### config.mk
export PLATFORM = sky130hd
export DESIGN_NAME = uart_rx_fifo
export DESIGN_NICKNAME = d
export VERILOG_FILES = /design/src/rtl/uart_rx_fifo.sv
export SDC_FILE = /design/constraint.sdc
export NUM_CORES = 1
export LEC_CHECK = 0
export CAP_MARGIN = 20
export CORE_MARGIN = 1
export CORE_UTILIZATION = 40
export DETAILED_ROUTE_END_ITERATION = 12
export GPL_ROUTABILITY_DRIVEN = 0
export HOLD_SLACK_MARGIN = 0.05
export PLACE_DENSITY = 0.57
export SYNTH_ARGS = -nofsm -noshare
export SYNTH_HDL_FRONTEND = slang
export SYNTH_SLANG_ARGS = --single-unit
### constraint.sdc
create_clock -name clk -period 3.6 [get_ports clk]
set_input_delay 0.36 -clock clk [delete_from_list [all_inputs] [get_ports clk]]
set_output_delay 0.36 -clock clk [all_outputs]
set_load 0.05 [all_outputs]
### src/rtl/uart_rx_fifo.sv
// UART receiver: 2-FF input synchronizer, 3-sample majority bit voting, configurable
// frame format, and an output FIFO carrying per-frame parity/framing flags.
module uart_rx_fifo #(
  parameter int unsigned CLKS_PER_BIT = 28,
  parameter int unsigned DATA_BITS    = 8,
  parameter int unsigned PARITY       = 0,
  parameter int unsigned STOP_BITS    = 1,
  parameter int unsigned FIFO_DEPTH   = 4
) (
  input  logic                        clk,
  input  logic                        rst_n,
  input  logic                        rx,
  output logic [DATA_BITS-1:0]        m_data,
  output logic                        m_perr,
  output logic                        m_ferr,
  output logic                        m_valid,
  input  logic                        m_ready,
  output logic                        overrun,
  output logic [$clog2(FIFO_DEPTH):0] fifo_count,
  output logic                        busy
);

  localparam int unsigned CW  = $clog2(CLKS_PER_BIT);
  localparam int unsigned IW  = $clog2(DATA_BITS);
  localparam int unsigned PW  = $clog2(FIFO_DEPTH);
  localparam int unsigned NW  = PW + 1;
  localparam int unsigned EW  = DATA_BITS + 2;
  localparam int unsigned MID = CLKS_PER_BIT / 2;

  localparam logic [CW-1:0] CNT_LAST  = CW'(CLKS_PER_BIT - 1);
  localparam logic [CW-1:0] SMP0      = CW'(MID - 1);
  localparam logic [CW-1:0] SMP1      = CW'(MID);
  localparam logic [CW-1:0] SMP2      = CW'(MID + 1);
  localparam logic [IW-1:0] IDX_LAST  = IW'(DATA_BITS - 1);
  localparam logic          STOP_LAST = 1'(STOP_BITS - 1);
  localparam logic          PAR_ODD   = (PARITY == 2);
  localparam logic          HAS_PAR   = (PARITY != 0);
  localparam logic          LATE_SMP  = (MID + 1 == CLKS_PER_BIT - 1);
  localparam logic [NW-1:0] FULL_CNT  = NW'(FIFO_DEPTH);

  localparam logic [2:0] S_IDLE  = 3'd0;
  localparam logic [2:0] S_START = 3'd1;
  localparam logic [2:0] S_DATA  = 3'd2;
  localparam logic [2:0] S_PAR   = 3'd3;
  localparam logic [2:0] S_STOP  = 3'd4;
  localparam logic [2:0] S_WAIT  = 3'd5;

  logic                 rx_meta_q, rxs_q;
  logic [2:0]           state_q, state_d;
  logic [CW-1:0]        cnt_q, cnt_d;
  logic [2:0]           smp_q, smp_d;
  logic [IW-1:0]        idx_q, idx_d;
  logic                 stop_q, stop_d;
  logic [DATA_BITS-1:0] shift_q, shift_d;
  logic                 perr_q, perr_d;
  logic                 ferr_q, ferr_d;
  logic [EW-1:0]        mem_q [FIFO_DEPTH];
  logic [EW-1:0]        mem_d [FIFO_DEPTH];
  logic [PW-1:0]        wr_ptr_q, wr_ptr_d;
  logic [PW-1:0]        rd_ptr_q, rd_ptr_d;
  logic [NW-1:0]        count_q, count_d;
  logic                 valid_q, valid_d;
  logic [EW-1:0]        head_q, head_d;
  logic                 overrun_q, overrun_d;
  logic                 busy_q, busy_d;

  logic          bit_end, s2, vote, ferr_fin, push, pop, full, accept;
  logic [EW-1:0] push_entry;

  // When the third sample lands on the last count it is taken straight from rxs.
  assign bit_end    = (cnt_q == CNT_LAST);
  assign s2         = LATE_SMP ? rxs_q : smp_q[2];
  assign vote       = (smp_q[0] & smp_q[1]) | (smp_q[0] & s2) | (smp_q[1] & s2);
  assign ferr_fin   = ferr_q | ~vote;
  assign push_entry = {shift_q, perr_q, ferr_fin};

  // Frame FSM: bit timing, sampling and field capture.
  always_comb begin
    state_d = state_q;
    cnt_d   = cnt_q;
    smp_d   = smp_q;
    idx_d   = idx_q;
    stop_d  = stop_q;
    shift_d = shift_q;
    perr_d  = perr_q;
    ferr_d  = ferr_q;
    push    = 1'b0;

    if (state_q == S_IDLE || state_q == S_WAIT || bit_end) begin
      cnt_d = '0;
    end else begin
      cnt_d = cnt_q + CW'(1);
    end
    if (cnt_q == SMP0) smp_d[0] = rxs_q;
    if (cnt_q == SMP1) smp_d[1] = rxs_q;
    if (cnt_q == SMP2) smp_d[2] = rxs_q;

    case (state_q)
      S_IDLE: begin
        if (!rxs_q) begin
          state_d = S_START;
          idx_d   = '0;
          stop_d  = 1'b0;
          perr_d  = 1'b0;
          ferr_d  = 1'b0;
        end
      end
      S_START: begin
        if (bit_end) state_d = vote ? S_IDLE : S_DATA;
      end
      S_DATA: begin
        if (bit_end) begin
          shift_d = {vote, shift_q[DATA_BITS-1:1]};
          if (idx_q == IDX_LAST) begin
            state_d = HAS_PAR ? S_PAR : S_STOP;
          end else begin
            idx_d = idx_q + IW'(1);
          end
        end
      end
      S_PAR: begin
        if (bit_end) begin
          perr_d  = ((^shift_q) ^ vote) != PAR_ODD;
          state_d = S_STOP;
        end
      end
      S_STOP: begin
        if (bit_end) begin
          ferr_d = ferr_fin;
          if (stop_q == STOP_LAST) begin
            push    = 1'b1;
            state_d = ferr_fin ? S_WAIT : S_IDLE;
          end else begin
            stop_d = 1'b1;
          end
        end
      end
      S_WAIT: begin
        if (rxs_q) state_d = S_IDLE;
      end
      default: state_d = S_IDLE;
    endcase
  end

  // Output FIFO; the registered head always mirrors the next entry at rd_ptr_d.
  always_comb begin
    pop       = valid_q & m_ready;
    full      = (count_q == FULL_CNT);
    accept    = push & (~full | pop);
    overrun_d = push & full & ~pop;
    mem_d     = mem_q;
    wr_ptr_d  = wr_ptr_q;
    rd_ptr_d  = rd_ptr_q;
    count_d   = count_q;

    if (accept) begin
      mem_d[wr_ptr_q] = push_entry;
      wr_ptr_d        = wr_ptr_q + PW'(1);
    end
    if (pop) rd_ptr_d = rd_ptr_q + PW'(1);

    case ({accept, pop})
      2'b10:   count_d = count_q + NW'(1);
      2'b01:   count_d = count_q - NW'(1);
      default: count_d = count_q;
    endcase

    valid_d = (count_d != '0);
    if (!valid_d) begin
      head_d = '0;
    end else if (accept && (wr_ptr_q == rd_ptr_d)) begin
      head_d = push_entry;
    end else begin
      head_d = mem_q[rd_ptr_d];
    end
    busy_d = (state_d != S_IDLE);
  end

  always_ff @(posedge clk or negedge rst_n) begin
    if (!rst_n) begin
      rx_meta_q <= 1'b1;
      rxs_q     <= 1'b1;
      state_q   <= S_IDLE;
      cnt_q     <= '0;
      smp_q     <= '0;
      idx_q     <= '0;
      stop_q    <= 1'b0;
      shift_q   <= '0;
      perr_q    <= 1'b0;
      ferr_q    <= 1'b0;
      for (int i = 0; i < int'(FIFO_DEPTH); i++) mem_q[i] <= '0;
      wr_ptr_q  <= '0;
      rd_ptr_q  <= '0;
      count_q   <= '0;
      valid_q   <= 1'b0;
      head_q    <= '0;
      overrun_q <= 1'b0;
      busy_q    <= 1'b0;
    end else begin
      rx_meta_q <= rx;
      rxs_q     <= rx_meta_q;
      state_q   <= state_d;
      cnt_q     <= cnt_d;
      smp_q     <= smp_d;
      idx_q     <= idx_d;
      stop_q    <= stop_d;
      shift_q   <= shift_d;
      perr_q    <= perr_d;
      ferr_q    <= ferr_d;
      mem_q     <= mem_d;
      wr_ptr_q  <= wr_ptr_d;
      rd_ptr_q  <= rd_ptr_d;
      count_q   <= count_d;
      valid_q   <= valid_d;
      head_q    <= head_d;
      overrun_q <= overrun_d;
      busy_q    <= busy_d;
    end
  end

  assign m_data     = head_q[EW-1:2];
  assign m_perr     = head_q[1];
  assign m_ferr     = head_q[0];
  assign m_valid    = valid_q;
  assign fifo_count = count_q;
  assign overrun    = overrun_q;
  assign busy       = busy_q;

endmodule

==> impl_metrics.yaml, run 1 <==
run_status:
  status: "complete, no violations"
global_routing:
  grt_pass1_vias: 2912
  grt_max_degree: 87
  grt_pass1_wl_um: 15200
  antenna_found_initial: 0
  grt_util_all_layers_pct: 17.5
  overflow: 0
clock_network:
  cts_setup_buffers: 0
  cts.path.max_buffers: 2
  cts_tree: "done"
  cts_sinks: 86
  numCtsBuffers: 9
  cts_resized: 0
  clk_pin_slew_ns: 0.10
  clk_latency_ns: 0.37
  root_buffer: "clkbuf_8"
  hold_buffers: 0
  h-tree-depth: 3
final_layout:
  drive_gt1_share_pct: 21.5
  fin_nets: 400
  area_growth_pct: 10.2
  diodes: 0
yosys:
  syn_area_sq_mm: 0.00440
  ys.warnings.count: 0
  syn_inst: 369
  seq_area_frac_synth_pct: 48.9
  synthFlopType: "dfrtp_1"
  synthArstFlopShare_pct: 100
  ys_top_cells_by_count: "84 x dfrtp_1, 32 x mux2_4, 28 x nor2_1"
  synth_edf_count: 0
  synth_cell_types: 50
  synthTopCellsByArea: "dfrtp_1 48%, mux2_4 11%, mux2_2 3.8%"
  synth_top_area_share_pct: 47.7
  yosysTopAreaCell: "dfrtp_1"
  ys_seq_elements: 86
  avgSynthCellArea_sq_um: 11.9
  syn_nets: 384
  synth_most_common_cell: "dfrtp_1"
die:
  core_area_sq_mm: 0.0105
  dieArea_sq_mm: 0.0114
  start_util_pct: 41.9
  die_y_um: 107
  core.rowCount: 37
  num_io_pins: 20
  die_w_um: 107
sta:
  worstMarginPinSlew_ns: 0.635
  period_share_pct: 80.6
  setup_ws_ns: 0.698
  rsz0062_at_grt: "no"
  maxSlewHeadroom_pct: 57.7
  fin_setup_tns_ns: 0
  setup_viol: 0
  fmax_ghz: 0.345
  drv_slew: 0
  skew_ns: 0.0145
  hold_viol_final: 0
  min_period_ns: 2.90
hold_path:
  min_to: "rxs_q"
  holdPathStages: 0
  hold_path.class: "register to register"
  min_from: "rx_meta_q"
worst_setup_path:
  r2r_slack_ns: 0.70
  reg2reg_depth: 8
  setup.worst_path.class: "register to register"
  start_kind: "register"
  crit_required_ns: 3.85
  reg2reg_to: "head_q[7]"
  arrival_ns: 3.16
  timing.rr.start: "cnt_q[0]"
  crit_path_end_kind: "register"
  cp_max_fo: 11
run:
  cap_violations: 0
placed_design:
  dpl.hpwl_um: 5800
  dp_slack_ns: 0.323
  portBuffers: 19
route:
  drt_iter0_drc: 145
  vias: 2892
  finalWirelength_um: 9070
  wl_per_cell_um: 17.2
  vias_per_cell: 5.50
  drc: 0
  drt_pass1_iterations: 4
  ant_nets: 0
power:
  power_density_mw_per_mm2: 648
  peakVddDrop_mv: 0.332
  power.leakage_nw: 2.19
[layout by cell type, fill, tap and decap left out, drive strengths merged, types with 10 or more instances in the layout]
| cell | n |
|---|---|
| mux2 | 47 |
| ha | 10 |
| dfrtp | 84 |
| a311oi | 11 |
| a211oi | 10 |
| a21oi | 21 |
| clkdlybuf4s50 | 18 |
| inv | 15 |
| nand2 | 10 |
| xnor2 | 12 |
| nor2 | 28 |
| mux2i | 11 |
| nand3 | 14 |
| o21ai | 24 |
[worst max-delay path by stage]
stage / end / slack (ns) / start
2_1_floorplan: head_q[0] / 0.76 / m_valid
3_3_place_gp: head_q[3] / 0.47 / m_ready
3_5_place_dp: head_q[7] / 0.32 / m_ready
4_1_cts: head_q[1] / 0.68 / cnt_q[0]
5_1_grt: head_q[1] / 0.56 / cnt_q[0]
6_report: head_q[7] / 0.70 / cnt_q[0]
[cells by family (layout without fill, tap and decap cells)]
kind of cell             count (synthesis)  count (layout)  synth area share, %
buffers and inverters                   34              55                 4.89
AO/OA/AOI/OAI                           81              81                 12.2
multiplexers                            58              58                 17.2
AND/OR/NAND/NOR                         83              83                 10.2
adder cells (fa/ha/maj)                 12              12                 3.52
XOR/XNOR                                15              15                 2.98
flip-flops                              86              86                 48.9
[registers in the layout, summed over array words and instances, names as in the netlist, 3 cells and up]
register    count
fifo_count      3
shift_q         8
state_q         3
cnt_q           5
idx_q           3
smp_q           3
mem_q          40
head_q         10
[through the flow]
step	utilization, %	total power, mW	instance area, sq um	cells	hold WS, ns
after floorplan	-	2.16	4400	369	0.0644
after global placement	44.1	2.51	4640	508	0.347
after detailed placement	44.1	2.53	4640	508	0.349
after CTS	45.8	3.18	4810	524	0.228
after global routing	46.2	3.34	4850	526	0.368
final	46.2	3.14	4850	526	0.360
[where the power goes]
part,switching (mW),total [mW],internal [mW]
sequential,0.165,1.27,1.11
combinational,0.772,1.24,0.468
clock,0.375,0.633,0.258
[routing by layer]
metal / track usage (%) / share of wire (%) / vias to the layer above
met3: 4.19 / 3.4 / 9
met5: 0 / 0 / -
met1: 22.5 / 45 / 1476
li1: - / - / 1362
met2: 28.7 / 50 / 45
met4: 6.26 / 1.5 / 0
[worst max-delay path: stages, from the launching register on]
cell and delay [ns]:
dfrtp_1 0.43, ha_1 0.27, and4b_1 0.25, a21oi_1 0.30, fa_1 0.53, or3_1 0.37
a31oi_1 0.17, o221a_2 0.38, nor2_1 0.09
[layout make-up]
type | instances | area, sq um
multi-input combinational | 249 | 2030
fill | 971 | 5660
tap | 136 | 170
inverter | 12 | 45.0
clock inverter | 7 | 55.1
clock buffer | 9 | 124
sequential | 86 | 2150
timing repair buffer | 27 | 270
(Power assumes the default switching activity.)
==> inputs of run 2 (changes only) <==
clock period = 2.75 ns   (was 3.6 ns; I/O delays follow)
==> run 2 against run 1 <==
  * Die area unchanged
  * Hold slack worse by 0.038 ns
  * Highest routed layer unchanged
  * Global-route usage is 0.63 points higher
  * Maximum frequency increased by 11%
  * Critical endpoint unchanged
  * Sequential share of layout area fell by 0.83 points
  * Routed wire length increased by 1.1%
==> impl_metrics.yaml, run 2 (synthesized netlist as in run 1, its figures left out) <==
placed_design:
  place_area_sq_mm: 0.00476
  dpl.hpwl_um: 6090
  portBuffers: 19
  placed_cells: 523
route:
  finalWirelength_um: 9170
  drt_pass1_iterations: 5
  vias_per_cell: 5.47
  wl_met1_um: 4290
  drt_iter0_drc: 147
  ant_nets: 0
  highest_layer: "met4"
  met3_length_um: 347
  vias: 2955
  wl_met2_um: 4390
  drc: 0
  wl_per_cell_um: 17.0
sta:
  period_share_pct: 95.0
  min_period_ns: 2.61
  hold_viol_final: 0
  drv_slew: 0
  fmax_ghz: 0.383
  setup_viol: 0
  rsz0062_at_grt: "no"
  maxSlewHeadroom_pct: 27.0
  skew_ns: 0.0111
  worstMarginPinSlew_ns: 1.09
  fin_setup_tns_ns: 0
worst_setup_path:
  reg2reg_depth: 8
  slowest_delay_ns: 0.49
  crit_path_end_kind: "register"
  crit_slowest_cell: "fa_1"
  cp_max_fo: 11
  timing.rr.start: "cnt_q[1]"
  cp_cell_sequence: "ha_1 > and4b_1 > a21oi_1 > fa_1 > or3_1 > a31oi_1 > o221a_4 > nor2_1"
  crit_required_ns: 3.00
  r2r_slack_ns: 0.14
  arrival_ns: 2.86
  start_kind: "register"
  setup.worst_path.class: "register to register"
  reg2reg_to: "head_q[7]"
die:
  num_io_pins: 20
  die_y_um: 107
  die_w_um: 107
  dieArea_sq_mm: 0.0114
  core.rowCount: 37
  core_area_sq_mm: 0.0105
  start_util_pct: 41.9
final_layout:
  n_fill_cell: 965
  instances_no_fill: 540
  reg_top3: "mem_q (40), head_q (10), shift_q (8)"
  multi_input_area_sq_mm: 0.00204
  largest_register: "mem_q"
  mostFrequentLayoutCell: "dfrtp_1"
  regArea_sq_mm: 0.00216
  most-common-layout-cells: "83 x dfrtp_1, 32 x mux2_4, 28 x nor2_1"
  design_area_sq_mm: 0.00495
  largest_register_ffs: 40
  diodes: 0
  fin_nets: 414
  drive_gt1_share_pct: 24.3
  area_growth_pct: 12.4
global_routing:
  grt_pass1_wl_um: 15600
  overflow: 0
  grt_pass1_vias: 2966
  grt_max_degree: 47
  antenna_found_initial: 0
  grt_util_all_layers_pct: 18.2
hold_path:
  holdPathStages: 1
  min_to: "rx_meta_q"
  hold_path.class: "input port to register"
  min_from: "rx"
power:
  power.leakage_nw: 2.25
  power_density_mw_per_mm2: 832
  peakVddDrop_mv: 0.461
  total_power_mw: 4.12
run:
  cap_violations: 0
clock_network:
  root_buffer: "clkbuf_8"
  cts_sinks: 86
  numCtsBuffers: 9
  cts_tree: "done"
  clk_latency_ns: 0.36
  cts_setup_buffers: 0
  h-tree-depth: 3
  cts.path.max_buffers: 2
  clk_pin_slew_ns: 0.08
run_status:
  status: "complete, no violations"
## run 2: changes by cell type in the layout (fill, tap and decap cells not counted)
cell / change
buf_16: -1
dfrtp_2: +1
o221a_2: -1
buf_12: +1
dfrtp_1: -1
buf_4: +14
o221a_4: +1
clkinv_2: +2
clkbuf_1: +1
inv_6: -3
## run 2: metal layers
| metal | global-route usage (%) | up-vias |
|---|---|---|
| met5 | 0 | - |
| met4 | 7.44 | 0 |
| met3 | 4.01 | 7 |
| met2 | 28.0 | 48 |
| met1 | 24.7 | 1510 |
| li1 | - | 1390 |
## run 2: worst max-delay path, delay by kind of cell, from the launching register on
| family | cells | cell delay [ns] |
|---|---|---|
| AOI/OAI and AO/OA | 3 | 0.72 |
| adders and majority gates | 2 | 0.69 |
| DFF | 1 | 0.41 |
| and+or+nand+nor | 3 | 0.67 |
## run 2: timing repair
item,CTS,global route
hold endpoints to repair,40,0
hold buffers,1,0
resized for setup,0,1
endpoints found under the setup margin,0,11
## run 2: stage by stage
step	setup WS [ns]	util [%]	hold WS, ns
final	0.139	47.1	0.322
after global routing	0.00204	47.1	0.308
after CTS	0.0522	47.0	0.293
after detailed placement	0.0481	45.3	0.301
after global placement	0.0981	45.3	0.296
after floorplan	0.00974	-	-0.0206
## run 2: worst max-delay path by stage
stage                  start         to  slack [ns]  cells after the start
floorplan           cnt_q[0]  head_q[0]        0.01                     10
global placement     m_ready  head_q[8]         0.1                      8
detailed placement   m_ready  head_q[3]        0.05                      8
CTS                 cnt_q[1]  head_q[3]        0.05                      8
global route        cnt_q[1]  head_q[3]       0.002                      8
finish              cnt_q[1]  head_q[7]        0.14                      8
## run 2: power breakdown
group	internal (mW)	switching (mW)	leakage [nW]
Sequential	1.45	0.162	1.14
Clock	0.325	0.445	0.0820
Combinational	0.670	1.06	1.02
## run 2: cell type report
class,count,area share (%)
Clock inverter,6,0.784
Timing Repair Buffer,41,7.44
Tap cell,136,3.44
Multi-Input combinational cell,249,41.3
Clock buffer,10,2.58
Sequential cell,86,43.6
Inverter,12,0.910
